## src/rtl/ha_array_mul_arbiter_if.sv

```systemverilog
// Bundle between the requesters, the shared partial-product stage and the
// result consumer. "master" is the arbiter's view; "slave" is the environment's.
interface ha_array_mul_arbiter_if;
  logic       req0_valid;
  logic       req0_ready;
  logic [7:0] req0_x;
  logic [7:0] req0_y;
  logic       req1_valid;
  logic       req1_ready;
  logic [7:0] req1_x;
  logic [7:0] req1_y;

  logic [7:0] mul_x;
  logic [7:0] mul_y;

  logic [6:0] ha_array_0_b;
  logic [8:0] ha_array_0_t;
  logic [6:0] ha_array_1_b;
  logic [8:0] ha_array_1_t;
  logic [6:0] ha_array_2_b;
  logic [8:0] ha_array_2_t;
  logic [6:0] ha_array_3_b;
  logic [8:0] ha_array_3_t;

  logic        res_valid;
  logic        res_ready;
  logic [15:0] res_data;
  logic        res_id;

  modport master (
    input  req0_valid, req0_x, req0_y,
    input  req1_valid, req1_x, req1_y,
    output req0_ready, req1_ready,
    output mul_x, mul_y,
    input  ha_array_0_b, ha_array_0_t, ha_array_1_b, ha_array_1_t,
    input  ha_array_2_b, ha_array_2_t, ha_array_3_b, ha_array_3_t,
    output res_valid, res_data, res_id,
    input  res_ready
  );

  modport slave (
    output req0_valid, req0_x, req0_y,
    output req1_valid, req1_x, req1_y,
    input  req0_ready, req1_ready,
    input  mul_x, mul_y,
    output ha_array_0_b, ha_array_0_t, ha_array_1_b, ha_array_1_t,
    output ha_array_2_b, ha_array_2_t, ha_array_3_b, ha_array_3_t,
    input  res_valid, res_data, res_id,
    output res_ready
  );
endinterface

```

## src/rtl/ha_array_mul_arbiter.sv

```systemverilog
// Round-robin arbiter and reduction sequencer for the shared approximate 8x8
// partial-product stage; folds four half-adder arrays into a saturated product.
module ha_array_mul_arbiter #(
  parameter int ARRAYS_PER_CYCLE = 1
) (
  input  logic                  clk,
  input  logic                  rst,
  ha_array_mul_arbiter_if.master bus
);

  localparam int DATA_W = 8;
  localparam int ACC_W  = 17;

  typedef enum logic [1:0] {
    S_IDLE = 2'd0,
    S_RED  = 2'd1,
    S_DONE = 2'd2
  } state_t;

  state_t              state_q, state_d;
  logic                ptr_q, ptr_d;
  logic [DATA_W-1:0]   x_q, x_d;
  logic [DATA_W-1:0]   y_q, y_d;
  logic [ACC_W-1:0]    acc_q, acc_d;
  logic [1:0]          idx_q, idx_d;
  logic                id_q, id_d;

  logic                gnt0, gnt1;
  logic                idle_open;
  logic                accept;
  logic                last_red;
  logic [ACC_W-1:0]    term [4];
  logic [ACC_W-1:0]    red_sum;

  // Weighted value of one row-pair array: sum row plus carry row (two columns up),
  // then placed at the array's row offset 2k.
  function automatic logic [ACC_W-1:0] array_term(input logic [8:0] t,
                                                  input logic [6:0] b,
                                                  input int         k);
    logic [9:0] base;
    base = {1'b0, t} + {1'b0, b, 2'b00};
    return ACC_W'(base) << (2 * k);
  endfunction

  // The approximate arrays can overshoot 16 bits; clamp rather than wrap.
  function automatic logic [15:0] sat16(input logic [ACC_W-1:0] a);
    return a[16] ? 16'hFFFF : a[15:0];
  endfunction

  always_comb begin
    term[0] = array_term(bus.ha_array_0_t, bus.ha_array_0_b, 0);
    term[1] = array_term(bus.ha_array_1_t, bus.ha_array_1_b, 1);
    term[2] = array_term(bus.ha_array_2_t, bus.ha_array_2_b, 2);
    term[3] = array_term(bus.ha_array_3_t, bus.ha_array_3_b, 3);
  end

  always_comb begin
    red_sum = '0;
    for (int i = 0; i < ARRAYS_PER_CYCLE; i++) begin
      red_sum = red_sum + term[idx_q + 2'(i)];
    end
  end

  assign last_red = ((idx_q + 2'(ARRAYS_PER_CYCLE - 1)) == 2'd3);

  // Pointer only breaks ties; a lone requester always wins.
  assign gnt0      = bus.req0_valid & (~bus.req1_valid | ~ptr_q);
  assign gnt1      = bus.req1_valid & (~bus.req0_valid |  ptr_q);
  assign idle_open = (state_q == S_IDLE) & ~rst;
  assign accept    = idle_open & (gnt0 | gnt1);

  always_comb begin
    state_d = state_q;
    ptr_d   = ptr_q;
    x_d     = x_q;
    y_d     = y_q;
    acc_d   = acc_q;
    idx_d   = idx_q;
    id_d    = id_q;
    case (state_q)
      S_IDLE: begin
        if (accept) begin
          x_d     = gnt1 ? bus.req1_x : bus.req0_x;
          y_d     = gnt1 ? bus.req1_y : bus.req0_y;
          id_d    = gnt1;
          ptr_d   = ~gnt1;
          acc_d   = '0;
          idx_d   = 2'd0;
          state_d = S_RED;
        end
      end
      S_RED: begin
        acc_d = acc_q + red_sum;
        idx_d = idx_q + 2'(ARRAYS_PER_CYCLE);
        if (last_red) begin
          state_d = S_DONE;
        end
      end
      S_DONE: begin
        if (bus.res_ready) begin
          state_d = S_IDLE;
        end
      end
      default: begin
        state_d = S_IDLE;
      end
    endcase
  end

  always_ff @(posedge clk or posedge rst) begin
    if (rst) begin
      state_q <= S_IDLE;
      ptr_q   <= 1'b0;
      x_q     <= '0;
      y_q     <= '0;
      acc_q   <= '0;
      idx_q   <= 2'd0;
      id_q    <= 1'b0;
    end else begin
      state_q <= state_d;
      ptr_q   <= ptr_d;
      x_q     <= x_d;
      y_q     <= y_d;
      acc_q   <= acc_d;
      idx_q   <= idx_d;
      id_q    <= id_d;
    end
  end

  assign bus.req0_ready = idle_open & gnt0;
  assign bus.req1_ready = idle_open & gnt1;
  assign bus.mul_x      = x_q;
  assign bus.mul_y      = y_q;
  assign bus.res_valid  = (state_q == S_DONE);
  assign bus.res_data   = sat16(acc_q);
  assign bus.res_id     = id_q;

endmodule

```

## src/flat_wrapper.sv

```systemverilog
// flat-port wrapper written by rule: the top's interface ports become plain ports
module ha_array_mul_arbiter_flat 
#(
  parameter int ARRAYS_PER_CYCLE = 1
)
  (clk, rst, bus_req0_valid, bus_req0_x, bus_req0_y, bus_req1_valid, bus_req1_x, bus_req1_y, bus_req0_ready, bus_req1_ready, bus_mul_x, bus_mul_y, bus_ha_array_0_b, bus_ha_array_0_t, bus_ha_array_1_b, bus_ha_array_1_t, bus_ha_array_2_b, bus_ha_array_2_t, bus_ha_array_3_b, bus_ha_array_3_t, bus_res_valid, bus_res_data, bus_res_id, bus_res_ready);
  ha_array_mul_arbiter_if bus_i ();
  input  logic clk;
  input  logic rst;
  input wire logic [$bits(bus_i.req0_valid)-1:0] bus_req0_valid;
  input wire logic [$bits(bus_i.req0_x)-1:0] bus_req0_x;
  input wire logic [$bits(bus_i.req0_y)-1:0] bus_req0_y;
  input wire logic [$bits(bus_i.req1_valid)-1:0] bus_req1_valid;
  input wire logic [$bits(bus_i.req1_x)-1:0] bus_req1_x;
  input wire logic [$bits(bus_i.req1_y)-1:0] bus_req1_y;
  output wire logic [$bits(bus_i.req0_ready)-1:0] bus_req0_ready;
  output wire logic [$bits(bus_i.req1_ready)-1:0] bus_req1_ready;
  output wire logic [$bits(bus_i.mul_x)-1:0] bus_mul_x;
  output wire logic [$bits(bus_i.mul_y)-1:0] bus_mul_y;
  input wire logic [$bits(bus_i.ha_array_0_b)-1:0] bus_ha_array_0_b;
  input wire logic [$bits(bus_i.ha_array_0_t)-1:0] bus_ha_array_0_t;
  input wire logic [$bits(bus_i.ha_array_1_b)-1:0] bus_ha_array_1_b;
  input wire logic [$bits(bus_i.ha_array_1_t)-1:0] bus_ha_array_1_t;
  input wire logic [$bits(bus_i.ha_array_2_b)-1:0] bus_ha_array_2_b;
  input wire logic [$bits(bus_i.ha_array_2_t)-1:0] bus_ha_array_2_t;
  input wire logic [$bits(bus_i.ha_array_3_b)-1:0] bus_ha_array_3_b;
  input wire logic [$bits(bus_i.ha_array_3_t)-1:0] bus_ha_array_3_t;
  output wire logic [$bits(bus_i.res_valid)-1:0] bus_res_valid;
  output wire logic [$bits(bus_i.res_data)-1:0] bus_res_data;
  output wire logic [$bits(bus_i.res_id)-1:0] bus_res_id;
  input wire logic [$bits(bus_i.res_ready)-1:0] bus_res_ready;
  assign bus_i.req0_valid = bus_req0_valid;
  assign bus_i.req0_x = bus_req0_x;
  assign bus_i.req0_y = bus_req0_y;
  assign bus_i.req1_valid = bus_req1_valid;
  assign bus_i.req1_x = bus_req1_x;
  assign bus_i.req1_y = bus_req1_y;
  assign bus_req0_ready = bus_i.req0_ready;
  assign bus_req1_ready = bus_i.req1_ready;
  assign bus_mul_x = bus_i.mul_x;
  assign bus_mul_y = bus_i.mul_y;
  assign bus_i.ha_array_0_b = bus_ha_array_0_b;
  assign bus_i.ha_array_0_t = bus_ha_array_0_t;
  assign bus_i.ha_array_1_b = bus_ha_array_1_b;
  assign bus_i.ha_array_1_t = bus_ha_array_1_t;
  assign bus_i.ha_array_2_b = bus_ha_array_2_b;
  assign bus_i.ha_array_2_t = bus_ha_array_2_t;
  assign bus_i.ha_array_3_b = bus_ha_array_3_b;
  assign bus_i.ha_array_3_t = bus_ha_array_3_t;
  assign bus_res_valid = bus_i.res_valid;
  assign bus_res_data = bus_i.res_data;
  assign bus_res_id = bus_i.res_id;
  assign bus_i.res_ready = bus_res_ready;
  ha_array_mul_arbiter #(.ARRAYS_PER_CYCLE(ARRAYS_PER_CYCLE)) u_core (.clk(clk), .rst(rst), .bus(bus_i));
endmodule
```

## config.mk

```make
export PLATFORM = sky130hd
export DESIGN_NAME = ha_array_mul_arbiter_flat
export DESIGN_NICKNAME = d
export VERILOG_FILES = /design/src/rtl/ha_array_mul_arbiter_if.sv /design/src/rtl/ha_array_mul_arbiter.sv /design/src/flat_wrapper.sv
export SDC_FILE = /design/constraint.sdc
export NUM_CORES = 1
export LEC_CHECK = 0
export ABC_AREA = 1
export BUFFER_PORTS_ARGS = -buffer_cell sky130_fd_sc_hd__clkbuf_2
export CAP_MARGIN = 0
export CORE_UTILIZATION = 47
export DETAILED_ROUTE_END_ITERATION = 16
export PLACE_DENSITY = 0.88
export SYNTH_ARGS = -nofsm -noshare
export SYNTH_HDL_FRONTEND = slang
export SYNTH_SLANG_ARGS = --single-unit
```

## constraint.sdc

```tcl
create_clock -name clk -period 2.8 [get_ports clk]
set_clock_uncertainty 0.05 [all_clocks]
set_input_delay 0.7 -clock clk [delete_from_list [all_inputs] [get_ports clk]]
set_output_delay 0.7 -clock clk [all_outputs]
set_load 0.01 [all_outputs]
```

==> out/results.ini <==
[power_and_ir_drop]
power_w = 0.00646
worst_ir_drop_vdd_mv = 0.681
power_leakage_nw = 3.30
power_density_nw_per_um2 = 1100

[global_routing]
antenna_found_initial = 0
grt_usage = 0.246
grt_pass1_vias = 4343
grt_max_degree = 40
gr-total-overflow = 0
grt_first_pass_wirelength_um = 18000

[clock_tree]
cts_sinks = 39
cts_tree = done
clock_path_buffers = 2
clk_latency_ps = 300
root_buffer = clkbuf_8
cts_max_level = 2
cts_buffers = 5
clk_pin_slew_ps = 90

[sta]
final_hold_viol_count = 0
relSlewSlack = 0.634
worst_slack_ps = -109
worst_pin_slew_ps = 549
fmax_mhz = 344
final_max_slew_viol_count = 0
fin_setup_tns_ps = -600
whs_ps = 437
setup_viol = 10
fin_crit_sh = 1.04
period_minus_slack_ps = 2910
rsz0062_at_grt = yes

[setup_path]
worst_setup_path_start_kind = input port
end_kind = flip-flop
path_class = input port to flip-flop
critical-path-slowest-cell = fa_2
crit_chain = clkbuf_2, ha_4, fa_2, buf_4, nor2_1, o21ai_1, o21ai_2, a22oi_2, ha_4, nand2_1, nand2_2, a21oi_4, nand2_4, a21oi_1, o21ai_0, o21ai_2
slowest_delay_ps = 370
worstPathRequired_ps = 2970
crit_path_max_fanout = 5
cp_data_arrival_time_ps = 3080

[placement]
place.gp.congestion = 0.919
dpl_cell_area_um2 = 5230
pre_cts_slack_ps = -391
hpwl_um = 8670
port_buffers = 136

[yosys]
synth.area.mux_share = 0
ys_seq_elements = 39
syn_nets = 780
synth-simple-area-share = 0.350
syn_avg_cell_area_um2 = 6.57
synth.cell_area_um2 = 4140
ys.flop_type = dfrtp_1
synth_compound_area_frac = 0.142
yosys_warnings = 0
synthArstFlopShare = 1.00
synth_top_family_by_area = simple AND/OR/NAND/NOR gates
synth_edf_count = 0
ys_seq_area_frac = 0.236
synth.distinct_cells = 36
synthAdderAreaFrac = 0.160
synth_xor_area_frac = 0.0148
netlist_instances = 629

[detailed_routing]
first_pass_iters = 6
ant_nets = 0
drt_iter0_markers = 346
vias = 4940
via_per_inst = 5.42
wl_per_cell_um = 14.1
drc = 0
routed_wl_um = 12800

[floorplanning]
fp.dieW_um = 95.8
die_h_um = 95.8
die-area_um2 = 9180
ios = 137
rows = 33
start_util = 0.493
design.core.area_um2 = 8380

[layout]
antenna_cells = 0
fill_cells = 624
drive_above_1_share = 0.390
mostFrequentLayoutCells = 209 x nand2_1, 132 x clkbuf_2, 75 x inv_1
final_common_cell = nand2_1
area_growth_pct = 42.0
stdcell_area_um2 = 5870
multi_input_area_um2 = 3270
regArea_um2 = 976
nets = 956

[status]
violations = negative setup slack
status = complete, but fails checks

[run]
maxCapViolCount = 0

[worst_hold_path]
min_path_type = flip-flop to flip-flop

[critical path: cells and delay by family]
| kind | cells | cell delay (ps) |
|---|---|---|
| AO/OA/AOI/OAI | 7 | 850 |
| adder cells (fa/ha/maj) | 3 | 840 |
| AND/OR/NAND/NOR | 4 | 430 |
| buffers and inverters | 2 | 250 |
[metal layers]
metal,share of wire,vias to the layer above,track usage
met4,0.042,0,0.0883
li1,-,2388,-
met2,0.50,283,0.454
met3,0.074,59,0.0371
met1,0.38,2210,0.287
met5,0,-,0
[Yosys cell counts, drive strengths merged, types with 2 or more instances]
library cell | number | area (um^2)
a22oi | 15 | 113
nand3 | 38 | 190
dfrtp | 39 | 976
xnor2 | 5 | 43.8
nand4 | 9 | 56.3
o21ai | 29 | 190
ha | 45 | 563
clkbuf | 3 | 11.3
o22ai | 3 | 37.5
nor3b | 2 | 15.0
a21oi | 37 | 185
inv | 87 | 327
or2 | 12 | 75.1
nor3 | 4 | 20.0
buf | 9 | 58.8
fa | 5 | 100
and2 | 2 | 12.5
nand3b | 6 | 45.0
o21a | 2 | 15.0
xor2 | 2 | 17.5
nand2 | 237 | 895
nor2 | 31 | 139
[logic make-up (layout without fill, tap and decap cells)]
| family | count (synthesis) | count (layout) |
|---|---|---|
| buf+inv | 100 | 277 |
| flops | 39 | 39 |
| compound gates | 92 | 92 |
| simple gates | 341 | 341 |
| fa+ha+maj | 50 | 50 |
| xor+xnor | 7 | 7 |
[report_power, final]
group          switching (W)  internal [W]
combinational        0.00286       0.00202
clock               0.000231      0.000269
sequential          0.000232      0.000844
total                0.00332       0.00313
[per-stage QoR]
| step | utilization | instances |
|---|---|---|
| 2_1_floorplan | - | 629 |
| 3_3_place_gp | 0.624 | 897 |
| 3_5_place_dp | 0.624 | 897 |
| 4_1_cts | 0.643 | 905 |
| 5_1_grt | 0.700 | 911 |
| 6_report | 0.700 | 911 |
[state kept, by name, indices dropped and copies added, names as in the netlist]
name,cells
u_core.acc_q,17
u_core.bus.mul_x,8
u_core.bus.mul_y,8
u_core.idx_q,2
u_core.state_q,2
u_core.bus.res_id,1
u_core.ptr_q,1
[area by class of cell]
| cell class | count | area share |
|---|---|---|
| clock buffers | 5 | 0.0117 |
| clock inverters | 3 | 0.00789 |
| inverters | 88 | 0.0569 |
| multi-input cells | 490 | 0.556 |
| flip-flops and latches | 39 | 0.166 |
| well taps | 105 | 0.0224 |
| repair buffers | 181 | 0.178 |
[final timing paths]
| kind | depth (start not counted) | from | slack [ps] | end |
|---|---|---|---|---|
| hold reg to reg | 2 | u_core.bus.res_id | 440 | u_core.bus.res_id |
| min in group asynchronous | 3 | rst | 520 | u_core.acc_q[15] |
| setup reg to reg | 14 | u_core.idx_q[0] | 310 | u_core.acc_q[9] |
| setup / recovery | 16 | bus_ha_array_1_t[2] | -110 | u_core.acc_q[7] |
| max in group asynchronous | 3 | rst | 1820 | u_core.bus.res_id |
| hold / removal | 2 | u_core.bus.res_id | 440 | u_core.bus.res_id |
[timing repair]
item,CTS,global route
hold buffers,0,0
pin swaps,13,53
setup endpoints to repair,7,12
resized for setup,17,88
buffers inserted,0,6
(Power assumes the default switching activity.)
